[src/rtl/axi_stream_extract_header.sv]
// rtl/axi_stream_extract_header.sv - strips per-packet leading header bytes from an AXI-Stream packet
//
// Ports:
//   clk, rst                               clock, synchronous active-high reset
//   valid_in/data_in/keep_in/last_in/ready_in   packed input stream (byte 0 at MSB)
//   valid_len/len_in/ready_len             header byte count for the next packet
//   valid_out/data_out/keep_out/last_out/ready_out  re-aligned payload stream (MSB-justified)
//   valid_hdr/header_out/keep_hdr/ready_hdr         extracted header (LSB-justified)
module axi_stream_extract_header #(
    parameter int DATA_WD      = 32,
    parameter int DATA_BYTE_WD = DATA_WD / 8,
    parameter int LEN_WD       = $clog2(DATA_BYTE_WD) + 1
) (
    input  logic                    clk,
    input  logic                    rst,
    input  logic                    valid_in,
    input  logic [DATA_WD-1:0]      data_in,
    input  logic [DATA_BYTE_WD-1:0] keep_in,
    input  logic                    last_in,
    output logic                    ready_in,
    input  logic                    valid_len,
    input  logic [LEN_WD-1:0]       len_in,
    output logic                    ready_len,
    output logic                    valid_out,
    output logic [DATA_WD-1:0]      data_out,
    output logic [DATA_BYTE_WD-1:0] keep_out,
    output logic                    last_out,
    input  logic                    ready_out,
    output logic                    valid_hdr,
    output logic [DATA_WD-1:0]      header_out,
    output logic [DATA_BYTE_WD-1:0] keep_hdr,
    input  logic                    ready_hdr
);

    localparam logic [LEN_WD-1:0] BYTES = LEN_WD'(DATA_BYTE_WD);

    typedef enum logic [1:0] {IDLE, BODY, TAIL} state_t;

    state_t                  r_state;
    logic                    r_len_valid;
    logic [LEN_WD-1:0]       r_len_pend;
    logic [LEN_WD-1:0]       r_cur_s;
    logic [DATA_WD-1:0]      r_resid;
    logic [LEN_WD-1:0]       r_resid_n;
    logic                    r_valid_out;
    logic [DATA_WD-1:0]      r_data_out;
    logic [DATA_BYTE_WD-1:0] r_keep_out;
    logic                    r_last_out;
    logic                    r_valid_hdr;
    logic [DATA_WD-1:0]      r_header;
    logic [DATA_BYTE_WD-1:0] r_keep_hdr;

    function automatic logic [LEN_WD-1:0] f_count(input logic [DATA_BYTE_WD-1:0] k);
        logic [LEN_WD-1:0] cnt;
        cnt = '0;
        for (int i = 0; i < DATA_BYTE_WD; i++) cnt = cnt + LEN_WD'(k[i]);
        return cnt;
    endfunction

    function automatic logic [DATA_BYTE_WD-1:0] f_keep_msb(input logic [LEN_WD-1:0] c);
        logic [DATA_BYTE_WD-1:0] k;
        for (int i = 0; i < DATA_BYTE_WD; i++) k[DATA_BYTE_WD-1-i] = (LEN_WD'(i) < c);
        return k;
    endfunction

    function automatic logic [DATA_BYTE_WD-1:0] f_keep_lsb(input logic [LEN_WD-1:0] c);
        logic [DATA_BYTE_WD-1:0] k;
        for (int i = 0; i < DATA_BYTE_WD; i++) k[i] = (LEN_WD'(i) < c);
        return k;
    endfunction

    logic                    w_hdr_free;
    logic                    w_out_free;
    logic                    w_in_hs;
    logic                    w_len_hs;
    logic [LEN_WD-1:0]       w_n;
    logic [LEN_WD-1:0]       w_s_first;
    logic [LEN_WD-1:0]       w_s_sel;
    logic [LEN_WD+2:0]       w_shl;
    logic [LEN_WD+2:0]       w_shr;
    logic [DATA_WD-1:0]      w_din;
    logic [DATA_WD-1:0]      w_in_shl;
    logic [DATA_WD-1:0]      w_in_shr;

    // Bytes beyond keep are zeroed so they never leak into repacked beats.
    always_comb begin
        w_din = '0;
        for (int i = 0; i < DATA_BYTE_WD; i++) w_din[8*i +: 8] = data_in[8*i +: 8] & {8{keep_in[i]}};
    end

    assign w_hdr_free = !r_valid_hdr || ready_hdr;
    assign w_out_free = !r_valid_out || ready_out;
    assign w_n        = f_count(keep_in);
    // Only a last first beat can be shorter than s; clamp to what is present.
    assign w_s_first  = (r_len_pend > w_n) ? w_n : r_len_pend;
    assign w_s_sel    = (r_state == IDLE) ? w_s_first : r_cur_s;
    assign w_shl      = {w_s_sel, 3'b000};
    assign w_shr      = {BYTES - w_s_sel, 3'b000};
    assign w_in_shl   = w_din << w_shl;
    assign w_in_shr   = w_din >> w_shr;

    // A pending length can be taken while a packet is in flight, but only once
    // the previous header has left, so the first beat always finds it free.
    assign ready_len  = !rst && !r_len_valid && w_hdr_free;

    always_comb begin
        ready_in = 1'b0;
        case (r_state)
            IDLE:    ready_in = r_len_valid && w_out_free;
            BODY:    ready_in = w_out_free;
            default: ready_in = 1'b0;
        endcase
        if (rst) ready_in = 1'b0;
    end

    assign w_in_hs  = valid_in && ready_in;
    assign w_len_hs = valid_len && ready_len;

    always_ff @(posedge clk) begin
        if (rst) begin
            r_state     <= IDLE;
            r_len_valid <= 1'b0;
            r_len_pend  <= '0;
            r_cur_s     <= '0;
            r_resid     <= '0;
            r_resid_n   <= '0;
            r_valid_out <= 1'b0;
            r_data_out  <= '0;
            r_keep_out  <= '0;
            r_last_out  <= 1'b0;
            r_valid_hdr <= 1'b0;
            r_header    <= '0;
            r_keep_hdr  <= '0;
        end else begin
            if (w_len_hs) begin
                r_len_valid <= 1'b1;
                r_len_pend  <= len_in;
            end
            if (r_valid_out && ready_out) r_valid_out <= 1'b0;
            if (r_valid_hdr && ready_hdr) begin
                r_valid_hdr <= 1'b0;
                r_header    <= '0;
                r_keep_hdr  <= '0;
            end
            case (r_state)
                IDLE: begin
                    if (w_in_hs) begin
                        r_len_valid <= 1'b0;
                        r_cur_s     <= w_s_first;
                        if (w_s_first == '0) begin
                            // No header: the beat goes straight to the output register.
                            r_valid_out <= 1'b1;
                            r_data_out  <= w_din;
                            r_keep_out  <= keep_in;
                            r_last_out  <= last_in;
                            r_state     <= last_in ? IDLE : BODY;
                        end else begin
                            r_valid_hdr <= 1'b1;
                            r_header    <= w_in_shr;
                            r_keep_hdr  <= f_keep_lsb(w_s_first);
                            r_resid     <= w_in_shl;
                            r_resid_n   <= w_n - w_s_first;
                            if (last_in) begin
                                if (w_n != w_s_first) begin
                                    r_valid_out <= 1'b1;
                                    r_data_out  <= w_in_shl;
                                    r_keep_out  <= f_keep_msb(w_n - w_s_first);
                                    r_last_out  <= 1'b1;
                                end
                                r_state <= IDLE;
                            end else begin
                                r_state <= BODY;
                            end
                        end
                    end
                end
                BODY: begin
                    if (w_in_hs) begin
                        r_valid_out <= 1'b1;
                        if (r_cur_s == '0) begin
                            r_data_out <= w_din;
                            r_keep_out <= keep_in;
                            r_last_out <= last_in;
                            if (last_in) r_state <= IDLE;
                        end else begin
                            // Residual fills the top W-s bytes, the new beat's first s bytes the rest.
                            r_data_out <= r_resid | w_in_shr;
                            r_resid    <= w_in_shl;
                            if (last_in && (w_n <= r_cur_s)) begin
                                r_keep_out <= f_keep_msb(BYTES - r_cur_s + w_n);
                                r_last_out <= 1'b1;
                                r_state    <= IDLE;
                            end else begin
                                r_keep_out <= '1;
                                r_last_out <= 1'b0;
                                if (last_in) begin
                                    r_resid_n <= w_n - r_cur_s;
                                    r_state   <= TAIL;
                                end
                            end
                        end
                    end
                end
                TAIL: begin
                    if (w_out_free) begin
                        r_valid_out <= 1'b1;
                        r_data_out  <= r_resid;
                        r_keep_out  <= f_keep_msb(r_resid_n);
                        r_last_out  <= 1'b1;
                        r_state     <= IDLE;
                    end
                end
                default: r_state <= IDLE;
            endcase
        end
    end

    assign valid_out  = r_valid_out;
    assign data_out   = r_data_out;
    assign keep_out   = r_keep_out;
    assign last_out   = r_last_out;
    assign valid_hdr  = r_valid_hdr;
    assign header_out = r_header;
    assign keep_hdr   = r_keep_hdr;

endmodule

[config.mk]
export PLATFORM = sky130hd
export DESIGN_NAME = axi_stream_extract_header
export DESIGN_NICKNAME = d
export VERILOG_FILES = /design/src/rtl/axi_stream_extract_header.sv
export SDC_FILE = /design/constraint.sdc
export NUM_CORES = 1
export LEC_CHECK = 0
export ABC_AREA = 0
export BUFFER_PORTS_ARGS = -buffer_cell sky130_fd_sc_hd__buf_2
export CORE_MARGIN = 4
export CORE_UTILIZATION = 52
export DETAILED_ROUTE_END_ITERATION = 8
export PLACE_DENSITY_LB_ADDON = 0.12
export SKIP_CTS_REPAIR_TIMING = 1
export SLEW_MARGIN = 20
export SYNTH_ARGS = -nofsm -noshare
export SYNTH_HDL_FRONTEND = slang
export SYNTH_SLANG_ARGS = --single-unit
[constraint.sdc]
create_clock -name clk -period 4 [get_ports clk]
set_input_delay 0 -clock clk [delete_from_list [all_inputs] [get_ports clk]]
set_output_delay 0 -clock clk [all_outputs]
set_load 0.05 [all_outputs]
## Word-level counts from Yosys, hierarchy flattened

Cells that the tools add are included.

| storage, ports and cells | value |
|---|---|
| output and inout port bits | 77 |
| logic and storage cells | 158 |
| input port bits | 46 |
| register bits | 119 |

| operators by class | value |
|---|---|
| add/sub/neg operators | 8 |
| shifts and indexed selects | 2 |
| order comparisons | 18 |
| reduce and logical (&&, ||, !) cells | 24 |
| bitwise operators | 5 |
| eq/ne operators | 14 |
| mux-type cells | 74 |

Operators by type and width:

| cell | count |
|---|---|
| $mux W32 | 15 |
| $pmux W32 S3 | 1 |
| $pmux W32 S2 | 1 |
| $mux W4 | 12 |
| $and A8 B8 Y8 | 4 |
| $or A32 B32 Y32 | 1 |
| $shl A32 B6 Y32 | 1 |
| $shr A32 B6 Y32 | 1 |
| $lt A1 B3 Y1 const A | 8 |
| $lt A2 B3 Y1 const A | 8 |
| $mux W1 | 24 |
| $mux W3 | 8 |
| $mux W2 | 7 |
| $ne A2 B2 Y1 const B | 7 |
| $pmux W4 S3 | 1 |
| $reduce_and A5 Y1 | 2 |
| $logic_and A1 B1 Y1 | 8 |
| $reduce_and A7 Y1 | 1 |
| $logic_not A3 Y1 | 2 |
| $ne A3 B3 Y1 const B | 2 |
| $pmux W1 S3 | 2 |
| $pmux W2 S3 | 1 |
| $pmux W3 S2 | 1 |
| $reduce_and A6 Y1 | 1 |
| other kinds (20) | 26 |

## Logic depth before layout (Yosys ltp)

| logic depth | value |
|---|---|
| depth in word-level cells | 12 |
| mapped depth | 22 |

## Least setup slack after synthesis

OpenSTA, ideal clock, no wires.

| timing path | value |
|---|---|
| path type | input to register |
| start | input keep_in[0] |
| end | register r_data_out[18] (netlist: data_out[18]) |
| path buffers | 4 |
| data arrival time | 4.128 ns |
| setup slack | -0.215 ns |
| stages | 21 |
| data required time | 3.913 ns |
| library setup time | 0.087 ns |
| cell sequence | clkbuf_1 -> clkbuf_1 -> inv_1 -> fa_1 -> inv_1 -> ha_1 -> ha_1 -> inv_1 -> ha_1 -> nand2_1 -> o221a_4 -> o21a_1 -> nor2_1 -> inv_1 -> ha_1 -> a31oi_1 -> o31a_4 -> nand2b_1 -> buf_2 -> buf_2 -> o31ai_1 |

| between the ends | value |
|---|---|
| longest elaborated chain between the ends | 12 |
| elaborated cells between the ends (all ways) | 23 |

Ends and longest elaborated chain:

| item | RTL line | RTL |
|---|---|---|
| start: declaration | 18 | `input logic [DATA_BYTE_WD-1:0] keep_in,` |
| $add A1 B1 Y2 | 56 | `for (int i = 0; i < DATA_BYTE_WD; i++) cnt = cnt + LEN_WD'(k[i]);` |
| $add A2 B1 Y3 | 56 |  |
| $add A3 B1 Y3 | 56 |  |
| $gt A3 B3 Y1 | 95 | `assign w_s_first = (r_len_pend > w_n) ? w_n : r_len_pend;` |
| $mux W3 | 95 |  |
| $mux W3 | 96 | `assign w_s_sel = (r_state == IDLE) ? w_s_first : r_cur_s;` |
| $sub A3 B3 Y3 / $shl A32 B6 Y32 (equally long branches) | 98, 99 |  |
| $shr A32 B6 Y32 / $mux W32 (equally long branches) | 100, 164 |  |
| $or A32 B32 Y32 / $mux W32 (equally long branches) | 187, 163 |  |
| $mux W32, on equally long branches | 180, 150 |  |
| $mux W32, on equally long branches | 178, 147 |  |
| $pmux W32 S3 | 145 | `case (r_state)` |
| end signal: assignment | 153 | `r_data_out <= w_din;` |
| end signal: assignment | 181 | `r_data_out <= w_din;` |
| end signal: assignment | 187 | `r_data_out <= r_resid \| w_in_shr;` |
| end: declaration | 46 | `logic [DATA_WD-1:0] r_data_out;` |

Several ways; a longest one is shown, not always the timed one. The select of a mux whose other input is x is not followed.
A chain may end at the register's enable or synchronous reset.

## Worst setup path after layout

| timing path | value |
|---|---|
| start | input keep_in[0] |
| end | register r_data_out[26] (netlist: data_out[26]) |

Same word-level chain as after synthesis.

==> implementation parameters <==
Parameter                              Value

Outcome
  Result of the run    finished, violations left
  Violated checks    hold timing

Setup path
  CP arrival    3.97 ns
  Worst path top cell family by delay    adder cells
  Startpoint of the lowest-slack register-to-register path    r_len_pend[0]
  Worst-case register-to-register setup slack    0.67 ns
  Category of the most critical setup path    in2reg
  Endpoint required time on the critical path    4.28 ns
  Capturing element type of the critical path    flip-flop
  Worst r2r dst    data_out[26]
  Buf+Inv Stages, Crit Path    6
  Worst path cell trace    buf_2 > inv_1 > fa_1 > inv_1 > ha_1 > ha_1 > inv_1 > ha_1 > nand2_1 > nor2_1 > buf_4 > nor3_1 > nor2_1 > inv_1 > ha_1 > a31oi_2 > o31a_4 > nand2_1 > a221oi_1 > a211oi_1
  Slowest cell delay on critical path    0.50 ns
  Critical-path top delay cell    fa_1
  Depth of the most critical reg-to-reg path    14
  Kind of start point of the critical path    primary input
  CP max FO    17

Floorplan
  Area of the die    16240 µm²
  Die outline width    127.4 µm
  Core outline area    13930 µm²
  Number of top-level design ports    123
  Initial standard-cell utilization of the core    53.22%
  Vertical extent of the die    127.4 µm
  Floorplan row count    43

Min path
  Hold Path Cell Cnt    3
  Worst hold path class    in2reg
  Hold Path Origin    valid_len
  Capture endpoint of the worst hold path    r_len_valid

Final layout
  Final core utilization    64.51%
  Antenna Cells    0
  Total number of nets in the final design    1154
  Cell Count, Final, Fillers Out    1280
  Post-route standard cell area excluding fillers    8989 µm²
  Area grow syn2layout    21.21%
  Fraction of layout cells with a size suffix above 1    21.09%

Timing
  Final setup violating endpoints    0
  Final Hold Viols    4
  Final critical-path share of the clock period    92.20%
  Max-slew violations    0
  Post-layout minimum cycle time    3.688 ns
  Final sum of negative setup slack    0 ns
  Min setup slack post-route    0.3120 ns
  Worst Tran Pin Value    1.025 ns
  Worst Hold Margin    -0.03697 ns
  Unrepaired setup endpoints after global routing    no
  Clock Skews    0.007973 ns
  Relative max-transition margin    31.65%
  Max Fclk    271.1 MHz

Drt
  Vias after detailed routing    8311
  Wirelength, routed    27270 µm
  First DRT Iteration DRCs    1136
  DR DRC count    0
  Vias per inst    6.493
  Count of TritonRoute iterations in the first routing pass    6
  Average detailed-routed wire length per instance    21.31 µm
  Count of antenna-violating nets left after detailed routing    0

GRT
  Overflow left after global routing    0
  Number of global-route vias before repair    7360
  Initial antenna violation count    0
  Pin count of the biggest net entering global routing    95
  Wire length of the first global-routing pass    41930 µm
  Aggregate global-route resource usage    33.01%

Clock network
  Cell at the root of the clock tree    clkbuf_16
  TritonCTS buffer count    17
  Clock tree from TritonCTS    yes
  Clk pin slew, worst setup/hold paths    0.05 ns
  Clk sink count    119
  Maximum level of the CTS H-tree    4
  Later-pin clock latency in the skew report    0.42 ns
  Clock Tree Buf Depth    2

Logic synthesis
  EDFF count, synth    0
  Post-synthesis instance area    7416 µm²
  Yosys warnings    0
  Post-synthesis area per instance    7.598 µm²
  Top FF cell, synth    dfxtp_1
  Register area share after synthesis    32.12%
  Number of unique standard cell types used by synthesis    72
  Synthesized instance count    976
  Share of synthesized flip-flops with an asynchronous set or reset    0%
  Synthesis-stage register bit count    119
  Mapped Nets    1042

Placement
  Dpl cells    1242
  Final GP Congestion    0.9903
  HPWL reported at the end of detailed placement    19610 µm
  Pre-CTS setup slack    -0.1264 ns
  Placed cell areas    8352 µm²
  Count of buffers inserted at the top-level ports    122

Power and ir drop
  Leak pwr    3.617 nW
  Pwr/cell area    523.6 nW/µm²
  Post-route total power    4.706 mW
  Worst voltage drop across the vdd grid    0.4823 mV

Run
  Number of max-cap violations    0
==> Yosys cell counts (4+ instances only) <==
library cell | number | area share (%)
nor3_1 | 8 | 0.54
nand3_1 | 21 | 1.4
xor2_1 | 6 | 0.71
a211oi_1 | 10 | 1.0
nand4_1 | 9 | 0.76
nand2b_1 | 4 | 0.34
and2_1 | 18 | 1.5
mux2i_1 | 11 | 1.5
nor2b_1 | 5 | 0.42
buf_2 | 20 | 1.3
nor2_1 | 125 | 6.3
a21oi_1 | 60 | 4.0
nand2_1 | 124 | 6.3
a22o_1 | 6 | 0.71
a221oi_1 | 30 | 3.5
clkbuf_1 | 59 | 3.0
o211ai_1 | 20 | 2.0
o2111ai_1 | 9 | 1.1
dfxtp_1 | 119 | 32
fa_1 | 4 | 1.1
a32oi_1 | 12 | 1.4
nor4_1 | 4 | 0.34
o22ai_1 | 7 | 0.59
buf_1 | 5 | 0.25
a21o_1 | 5 | 0.51
a22oi_1 | 29 | 2.9
a311oi_1 | 18 | 2.1
o21ai_0 | 74 | 5.0
inv_1 | 24 | 1.2
or3_1 | 5 | 0.42
o31ai_1 | 20 | 2.0
nand3b_1 | 9 | 0.91
a31oi_1 | 21 | 1.8
ha_1 | 16 | 2.7
o41ai_1 | 7 | 0.83
==> cell families after synthesis <==
| family | after synthesis | synth area share [%] |
|---|---|---|
| multiplexers | 13 | 1.822 |
| XOR/XNOR | 10 | 1.282 |
| AND/OR/NAND/NOR | 346 | 20.95 |
| AO/OA/AOI/OAI | 356 | 33.88 |
| adder cells (fa/ha/maj) | 20 | 3.779 |
| flip-flops | 119 | 32.12 |
| buffers and inverters | 112 | 6.158 |
==> per-layer routing <==
metal,vias up,part of all wire (%),wire [µm],global-route usage [%]
met2,541,41,11090,45.62
met3,64,13,3561,9.950
li1,3841,-,-,-
met1,3865,43,11740,47.97
met5,-,0,0,0
met4,0,3.2,883,12.49
==> worst min-delay path, delay by kind of cell <==
| family | cells | cell delay [ns] |
|---|---|---|
| compound gates | 1 | 0.15 |
| buf+inv | 1 | 0.07 |
| simple gates | 1 | 0.12 |
==> sequential cells by signal (all words and copies together) (netlist names) <==
register	cells
r_cur_s	3
r_resid	32
valid_out	1
r_resid_n	3
data_out	32
r_len_pend	3
keep_out	4
last_out	1
r_state	2
r_len_valid	1
keep_hdr	4
header_out	32
valid_hdr	1
==> worst max-delay path by stage <==
stage,start,to,slack [ns],cells after the start
2_1_floorplan,keep_in[3],data_out[2],0.008,21
3_3_place_gp,keep_in[0],data_out[30],-0.02,19
3_5_place_dp,keep_in[0],data_out[28],-0.13,19
4_1_cts,keep_in[0],data_out[25],0.31,19
5_1_grt,keep_in[0],data_out[26],0.06,20
6_report,keep_in[0],data_out[26],0.31,20
==> layout make-up <==
class | instances | area, µm²
clock inverters | 14 | 131.4
multi-input cells | 745 | 4617
clock buffers | 17 | 425.4
inverters | 25 | 93.84
flip-flops and latches | 119 | 2382
fillers | 1296 | 4946
well taps | 180 | 225.2
repair buffers | 180 | 1114
==> placed cells by master, fill, tap and decap left out, drive strengths merged, types with 6 or more instances in the layout <==
master / instances
nand3b: 9
a22oi: 29
a22o: 6
o2111ai: 9
o31ai: 21
a31oi: 21
nand4: 9
a311oi: 19
o21ai: 77
dlygate4sd3: 7
a221oi: 32
a21oi: 61
clkbuf: 17
nand3: 21
dfxtp: 119
nor3: 10
a211oi: 10
clkinv: 10
a32oi: 12
and2: 19
nand2: 124
ha: 16
xor2: 7
inv: 25
o41ai: 7
nor2: 129
o211ai: 20
buf: 173
o22ai: 7
mux2i: 12
==> where the power goes <==
part           internal, mW  switching, mW  total (mW)
clock                 0.853          0.585        1.44
combinational         0.631           1.35        1.98
sequential             1.24         0.0402        1.29
total                  2.73           1.98        4.71
Power figures use the tool's default switching activity.
